`config.mk`:
```
export PLATFORM = sky130hd
export DESIGN_NAME = clk_dist_cfg_seq
export DESIGN_NICKNAME = d
export VERILOG_FILES = /design/src/rtl/clk_dist_cfg_seq.sv
export SDC_FILE = /design/constraint.sdc
export NUM_CORES = 1
export LEC_CHECK = 0
export CAP_MARGIN = 15
export CORE_ASPECT_RATIO = 0.6
export CORE_MARGIN = 2
export CORE_UTILIZATION = 53
export CTS_BUF_LIST = sky130_fd_sc_hd__clkbuf_8
export DETAILED_ROUTE_END_ITERATION = 16
export HOLD_SLACK_MARGIN = 0.02
export PLACE_DENSITY = 0.82
export SLEW_MARGIN = 20
export SYNTH_ARGS = -nofsm -noshare
export SYNTH_HDL_FRONTEND = slang
export SYNTH_SLANG_ARGS = --single-unit
```
`constraint.sdc`:
```
create_clock -name clk_out_o -period 2 [get_ports clk_out_o]
set_clock_uncertainty 0.15 [all_clocks]
set_input_delay 0.5 -clock clk_out_o [delete_from_list [all_inputs] [get_ports clk_out_o]]
set_output_delay 0.5 -clock clk_out_o [all_outputs]
set_load 0.005 [all_outputs]
```
`src/rtl/clk_dist_cfg_seq.sv`:
```
// clk_dist_cfg_seq: sequences distributor source/gate/drive changes so no output is live while its clock or drive switches.
module clk_dist_cfg_seq #(
    parameter int OUTPUTS     = 4,
    parameter int SETTLE_CYC  = 8,
    parameter int STAGGER_CYC = 2,
    parameter int SELW        = $clog2(OUTPUTS)
) (
    input  logic                   clk_out_o,
    input  logic                   rst_n,
    input  logic                   req_valid_i,
    output logic                   req_ready_o,
    input  logic [SELW-1:0]        req_sel_i,
    input  logic [OUTPUTS-1:0]     req_gate_i,
    input  logic [2*OUTPUTS-1:0]   req_drv_i,
    output logic [SELW-1:0]        sel_src_o,
    output logic [OUTPUTS-1:0]     gate_en_o,
    output logic [2*OUTPUTS-1:0]   drv_str_o,
    output logic                   busy_o,
    output logic                   done_o,
    output logic                   err_o
);
    localparam int MAXC = SETTLE_CYC > STAGGER_CYC ? SETTLE_CYC : STAGGER_CYC;
    localparam int CW = $clog2(MAXC) + 1;
    localparam logic [CW-1:0] SETTLE_LD = CW'(SETTLE_CYC - 1);
    localparam logic [CW-1:0] STAG_LD   = CW'(STAGGER_CYC - 1);

    typedef enum logic [1:0] {IDLE, SETTLE_OFF, SETTLE_ON, ENABLE} state_t;

    state_t               state;
    logic [CW-1:0]        cnt;
    logic [SELW-1:0]      lat_sel;
    logic [OUTPUTS-1:0]   lat_gate;
    logic [2*OUTPUTS-1:0] lat_drv;
    logic [OUTPUTS-1:0]   drv_chg, aff, pending, low;
    logic                 legal, sel_chg, full;

    always_comb begin
        drv_chg = '0;
        for (int i = 0; i < OUTPUTS; i++)
            drv_chg[i] = req_drv_i[2*i +: 2] != drv_str_o[2*i +: 2];
    end

    assign legal       = req_sel_i < SELW'(3);
    assign sel_chg     = req_sel_i != sel_src_o;
    assign aff         = sel_chg ? gate_en_o : gate_en_o & (~req_gate_i | drv_chg);
    assign full        = sel_chg || aff != '0;
    assign pending     = lat_gate & ~gate_en_o;
    // isolate the lowest pending bit so outputs come up one at a time
    assign low         = pending & (~pending + OUTPUTS'(1));
    assign req_ready_o = state == IDLE;
    assign busy_o      = state != IDLE;

    always_ff @(posedge clk_out_o) begin
        if (!rst_n) begin
            state     <= IDLE;
            cnt       <= '0;
            lat_sel   <= '0;
            lat_gate  <= '0;
            lat_drv   <= '0;
            sel_src_o <= '0;
            gate_en_o <= '0;
            drv_str_o <= '0;
            done_o    <= 1'b0;
            err_o     <= 1'b0;
        end else begin
            done_o <= 1'b0;
            err_o  <= 1'b0;
            case (state)
                IDLE: begin
                    if (req_valid_i && !legal) begin
                        err_o <= 1'b1;
                    end else if (req_valid_i) begin
                        lat_sel  <= req_sel_i;
                        lat_gate <= req_gate_i;
                        lat_drv  <= req_drv_i;
                        if (full) begin
                            gate_en_o <= gate_en_o & ~aff;
                            state     <= SETTLE_OFF;
                            cnt       <= SETTLE_LD;
                        end else begin
                            drv_str_o <= req_drv_i;
                            state     <= ENABLE;
                            cnt       <= '0;
                        end
                    end
                end
                SETTLE_OFF: begin
                    if (cnt != '0) begin
                        cnt <= cnt - 1'b1;
                    end else begin
                        sel_src_o <= lat_sel;
                        drv_str_o <= lat_drv;
                        state     <= SETTLE_ON;
                        cnt       <= SETTLE_LD;
                    end
                end
                // the settle-on exit edge doubles as the first enable step
                default: begin
                    if (cnt != '0) begin
                        cnt <= cnt - 1'b1;
                    end else if (pending != '0) begin
                        gate_en_o <= gate_en_o | low;
                        cnt       <= STAG_LD;
                        state     <= ENABLE;
                    end else begin
                        state  <= IDLE;
                        done_o <= 1'b1;
                    end
                end
            endcase
        end
    end
endmodule

```
## After elaboration in Yosys (flattened, before gate mapping)

Cells that the tools add are included.

- Register bits: 36
- Latch bits: 0
- Bits in writable memories: 0
- Memory bits (read-only): 0
- Output and inout port bits: 18
- Memories: 0

- Add/sub/neg operators: 2
- $mul: 0
- Divide/modulo/power cells: 0
- $lt $le $gt $ge: 1
- Eq/ne operators: 12
- Shift-type cells: 0
- Multiplexer cells: 28
- Bitwise operators: 14
- Reductions and logical operators: 19

Operator list:

| kind | number |
|---|---|
| $mux 4 | 11 |
| $mux 8 | 4 |
| $and 4x4->4 | 4 |
| $not 4->4 | 4 |
| $pmux 4 s2 | 2 |
| $pmux 8 s2 | 1 |
| $reduce_bool 4->1 | 4 |
| $mux 2 | 6 |
| $ne 2x2->1 | 5 |
| $ne 2x2->1 const B | 5 |
| $or 4x4->4 | 2 |
| $reduce_and 3->1 | 2 |
| $reduce_and 6->1 | 1 |
| $reduce_bool 2->1 | 3 |
| $reduce_and 5->1 | 1 |
| $add 4x1->4 const B | 1 |
| $not 1->1 | 4 |
| $pmux 2 s2 | 1 |
| $reduce_and 2->1 | 2 |
| $reduce_and 4->1 | 1 |
| $reduce_or 4->1 | 1 |
| $sub 4x1->4 const B | 1 |
| $mux 3 | 1 |
| $eq 2x1->1 const B | 1 |
| 7 further kinds | 8 |

## Depth between registers and ports, before layout

- Depth after elaboration: 10
- Gate-level depth with buffers: 8

## Least setup slack after synthesis

Ideal clock, no wire load.

- Path kind: input port to flip-flop
- Start point: input req_drv_i[4]
- End point: register cnt[1]
- Setup time: 0.120 ns
- Arrival time: 1.605 ns
- Data required time: 1.730 ns
- Path slack: 0.125 ns
- Stages: 7
- Buffers on the path: 1
- Cells stage by stage: xnor2_1 nand3_1 a221oi_1 and3_4 buf_6 nor2_1 o31a_1

- Word-level cells in the longest chain between the ends: 10

Ends and longest elaborated chain:

| item | RTL line | RTL |
|---|---|---|
| start: declaration | 14 | `input logic [2*OUTPUTS-1:0] req_drv_i,` |
| $ne 2x2->1 | 40 | `drv_chg[i] = req_drv_i[2*i +: 2] != drv_str_o[2*i +: 2];` |
| $or 4x4->4 | 45 | `assign aff = sel_chg ? gate_en_o : gate_en_o & (~req_gate_i \| drv_chg);` |
| $and 4x4->4 | 45 |  |
| $mux 4 | 45 |  |
| $reduce_bool 4->1 | 46 | `assign full = sel_chg \|\| aff != '0;` |
| $logic_or 1x1->1 | 46 |  |
| $mux 3 | 76 | `if (full) begin` |
| $mux 4 | 72 | `end else if (req_valid_i) begin` |
| $mux 4 | 70 | `if (req_valid_i && !legal) begin` |
| $pmux 4 s2 | 68 | `case (state)` |
| end signal: assignment | 89 | `cnt <= cnt - 1'b1;` |
| end signal: assignment | 100 | `cnt <= cnt - 1'b1;` |
| end: declaration | 30 | `logic [CW-1:0] cnt;` |

Every way passes these cells. The select of a mux whose other input is x is not followed.
A chain may end at the register's enable or synchronous reset.

## Worst setup path in the final report

- Start point: register state[1]
- End point: output busy_o

- Word-level cells in the longest chain between the ends: 1

Ends and longest elaborated chain:

| item | RTL line | RTL |
|---|---|---|
| start: declaration | 29 | `state_t state;` |
| start signal: assignment | 55 | `state <= IDLE;` |
| start signal: assignment | 78 | `state <= SETTLE_OFF;` |
| start signal: assignment | 82 | `state <= ENABLE;` |
| $reduce_bool 2->1 | 51 | `assign busy_o = state != IDLE;` |
| end: declaration | 18 | `output logic busy_o,` |

Every way passes these cells.

==> qor.yml <==
n_antenna_cell: 0
final_util: 0.802
grt_pass1_vias: 1675
power_density_nw_per_um2: 846
gp_congestion: 0.879
die_area_um2: 3840
nFillCells: 225
track_usage: 0.275
cts_buffer_depth: 2
syn2layout_area_growth_pct: 45.8
p_leak_nw: 1.10
path_cells: "or2_4, clkdlybuf4s50_1"
switching_power_uw: 717
power.total_mw: 2.19
crit_arrival_ns: 1.32
slew-limit-headroom: 0.793
place_inst: 318
path_max_fanout: 4
clk_latency_ns: 0.30
start_util: 0.550
path_clk_slew_ns: 0.07
drt-initial-drc-count: 145
slowest_delay_ns: 0.45
synth_xor_area_frac: 0.0494
grt_pass1_wl_mm: 8.00
cts_sinks: 36
route.antenna.remaining_nets: 0
wl_per_cell_um: 14.6
io_buffers: 34
routed_wl_mm: 4.82
synth_area_um2: 1770
setup_ws_ns: 0.0250
die_h_um: 48.8
startpoint_type: "register"
layout.cells.non_filler: 331
layout.area.seq_um2: 722
cts_tree: "yes"
period_minus_slack_ns: 1.97
crit_type: "register to output port"
dp_hpwl_mm: 3.35
p_clk_frac: 0.247
ys_ff_latch: 36
io_pins: 35
grt_max_degree: 23
tightestPinTransition_ns: 0.309
antenna_found_initial: 0
final_cell_mix: "nand2_1, buf_4, dfxtp_1"
clock.fmax_mhz: 506
synth_top_family_by_area: "simple AND/OR/NAND/NOR gates"
viasPerCell: 5.34
hp-class: "register to register"
cts.htree.levels: 2
power_frac_comb: 0.360
avgSynthCellArea_um2: 8.24
power_frac_seq: 0.393
required_ns: 1.35
holdPathStages: 2
dieWidth_um: 78.6
end_kind: "output port"
final_common_cell: "nand2_1"
power.internal_mw: 1.47
core.rowCount: 16
synthMuxAreaShare: 0.107
slowest_stage: "clkdlybuf4s50_1"
drt_pass1_iterations: 4
vdd.ir_drop.worst_mv: 0.471
syn-instance-count: 215
synth_compound_area_frac: 0.157
syn_nets: 233
max_cap_viol_count: 0
synth_adder_area_share: 0.00706
yosysWarnings: 0
multi_input_area_um2: 1040
layout-drive-gt1-share: 0.259
min_period_over_period: 0.987
yosysSeqAreaShare: 0.407
grt.overflow.total: 0
cts-root-buf: "clkbuf_8"
vias: 1768
hold_viol: 0
drc: 0
r2r_cells: 8
yosys.area_share.simple: 0.231
status: "finished clean"
slew_violations: 0
setup_viol: 0
fin_nets: 303
ys_types: 35
cts_made_buffers: 5
coreArea_um2: 3220
pre_cts_ws_ns: -0.464
p_sw_frac: 0.328
## power by group through the flow
stage               clock network (mW)  registers, mW  logic, mW
floorplan                            0          0.856      0.415
global placement                     0          0.864      0.690
detailed placement                   0          0.868      0.706
CTS                              0.549          0.854      0.739
global route                     0.585          0.867      0.851
finish                           0.541          0.859      0.787
## Yosys cell counts
master | count | area share
xnor2_1 | 10 | 0.049
nand2_2 | 2 | 0.0071
nand2b_1 | 2 | 0.0071
a211o_1 | 1 | 0.0049
a211oi_1 | 2 | 0.0085
a21boi_2 | 1 | 0.0064
o22ai_1 | 2 | 0.0071
mux2i_1 | 10 | 0.056
a21oi_1 | 19 | 0.054
nor2_1 | 15 | 0.032
clkbuf_1 | 6 | 0.013
or2_2 | 2 | 0.0071
nand4b_1 | 1 | 0.0049
a21oi_4 | 2 | 0.018
buf_6 | 1 | 0.0064
a32o_1 | 2 | 0.011
o21ai_1 | 2 | 0.0056
dfxtp_1 | 36 | 0.41
nor2b_1 | 5 | 0.018
nor3_1 | 7 | 0.020
nor3b_1 | 1 | 0.0042
o21ai_0 | 7 | 0.020
and3_4 | 1 | 0.0064
a221oi_1 | 2 | 0.0099
mux2_2 | 8 | 0.051
buf_4 | 1 | 0.0042
inv_2 | 1 | 0.0021
inv_1 | 6 | 0.013
buf_2 | 1 | 0.0028
o31a_1 | 1 | 0.0049
nand3_1 | 8 | 0.023
nand2_1 | 46 | 0.097
a31oi_1 | 2 | 0.0071
ha_1 | 1 | 0.0071
and3b_1 | 1 | 0.0049
## worst paths after layout
path                                  from      endpoint  slack [ns]
worst max-delay path              state[1]        busy_o        0.03
worst min-delay path            lat_drv[2]    lat_drv[2]        0.31
worst max register to register      cnt[0]  gate_en_o[0]        0.10
worst min register to register  lat_drv[2]    lat_drv[2]        0.31
## layout make-up
type / instances / area share
Multi-Input combinational cell: 163 / 0.404
Sequential cell: 36 / 0.279
Timing Repair Buffer: 72 / 0.248
Clock buffer: 6 / 0.0320
Tap cell: 45 / 0.0218
Inverter: 7 / 0.0102
Clock inverter: 2 / 0.00436
## routing by layer
layer	share of wire	wire length, µm	global-route usage	vias to the layer above
met5	0	0	0	-
met4	0.014	68	0.120	0
met3	0.084	403	0.0722	7
met2	0.44	2110	0.396	84
met1	0.46	2230	0.389	799
li1	-	-	-	878
## worst max-delay path, delay by kind of cell (launching register included)
kind,cells,cell delay (ns)
buf+inv,1,0.45
flops,1,0.34
simple gates,1,0.24
## kinds of logic (layout without fill, tap and decap cells)
| kind of cell | after synthesis | in the layout |
|---|---|---|
| buffers and inverters | 16 | 87 |
| XOR/XNOR | 10 | 10 |
| adder cells (fa/ha/maj) | 1 | 1 |
| AND/OR/NAND/NOR | 91 | 91 |
| multiplexers | 18 | 18 |
| AO/OA/AOI/OAI | 43 | 43 |
| flip-flops | 36 | 36 |
## flip-flops by register name, summed over array words and instances, names as in the netlist
name / cells
drv_str_o: 8
lat_drv: 8
cnt: 4
gate_en_o: 4
lat_gate: 4
lat_sel: 2
sel_src_o: 2
state: 2
done_o: 1
err_o: 1
## through the flow
stage | hold slack, ns | cell area, µm² | TNS, ns
after detailed placement | 0.302 | 2380 | -7.70
final | 0.310 | 2580 | 0
after global routing | 0.340 | 2580 | -0.0248
after global placement | 0.291 | 2380 | -6.81
after CTS | 0.313 | 2520 | 0
after floorplan | 0.283 | 1770 | 0
## repair_timing
| item | CTS | global route |
|---|---|---|
| setup buffers | 5 | 0 |
| pin swaps | 8 | 8 |
| gates resized for setup | 11 | 14 |
| hold buffers | 0 | 0 |
| endpoints found under the setup margin | 18 | 17 |
Power figures use the tool's default switching activity.
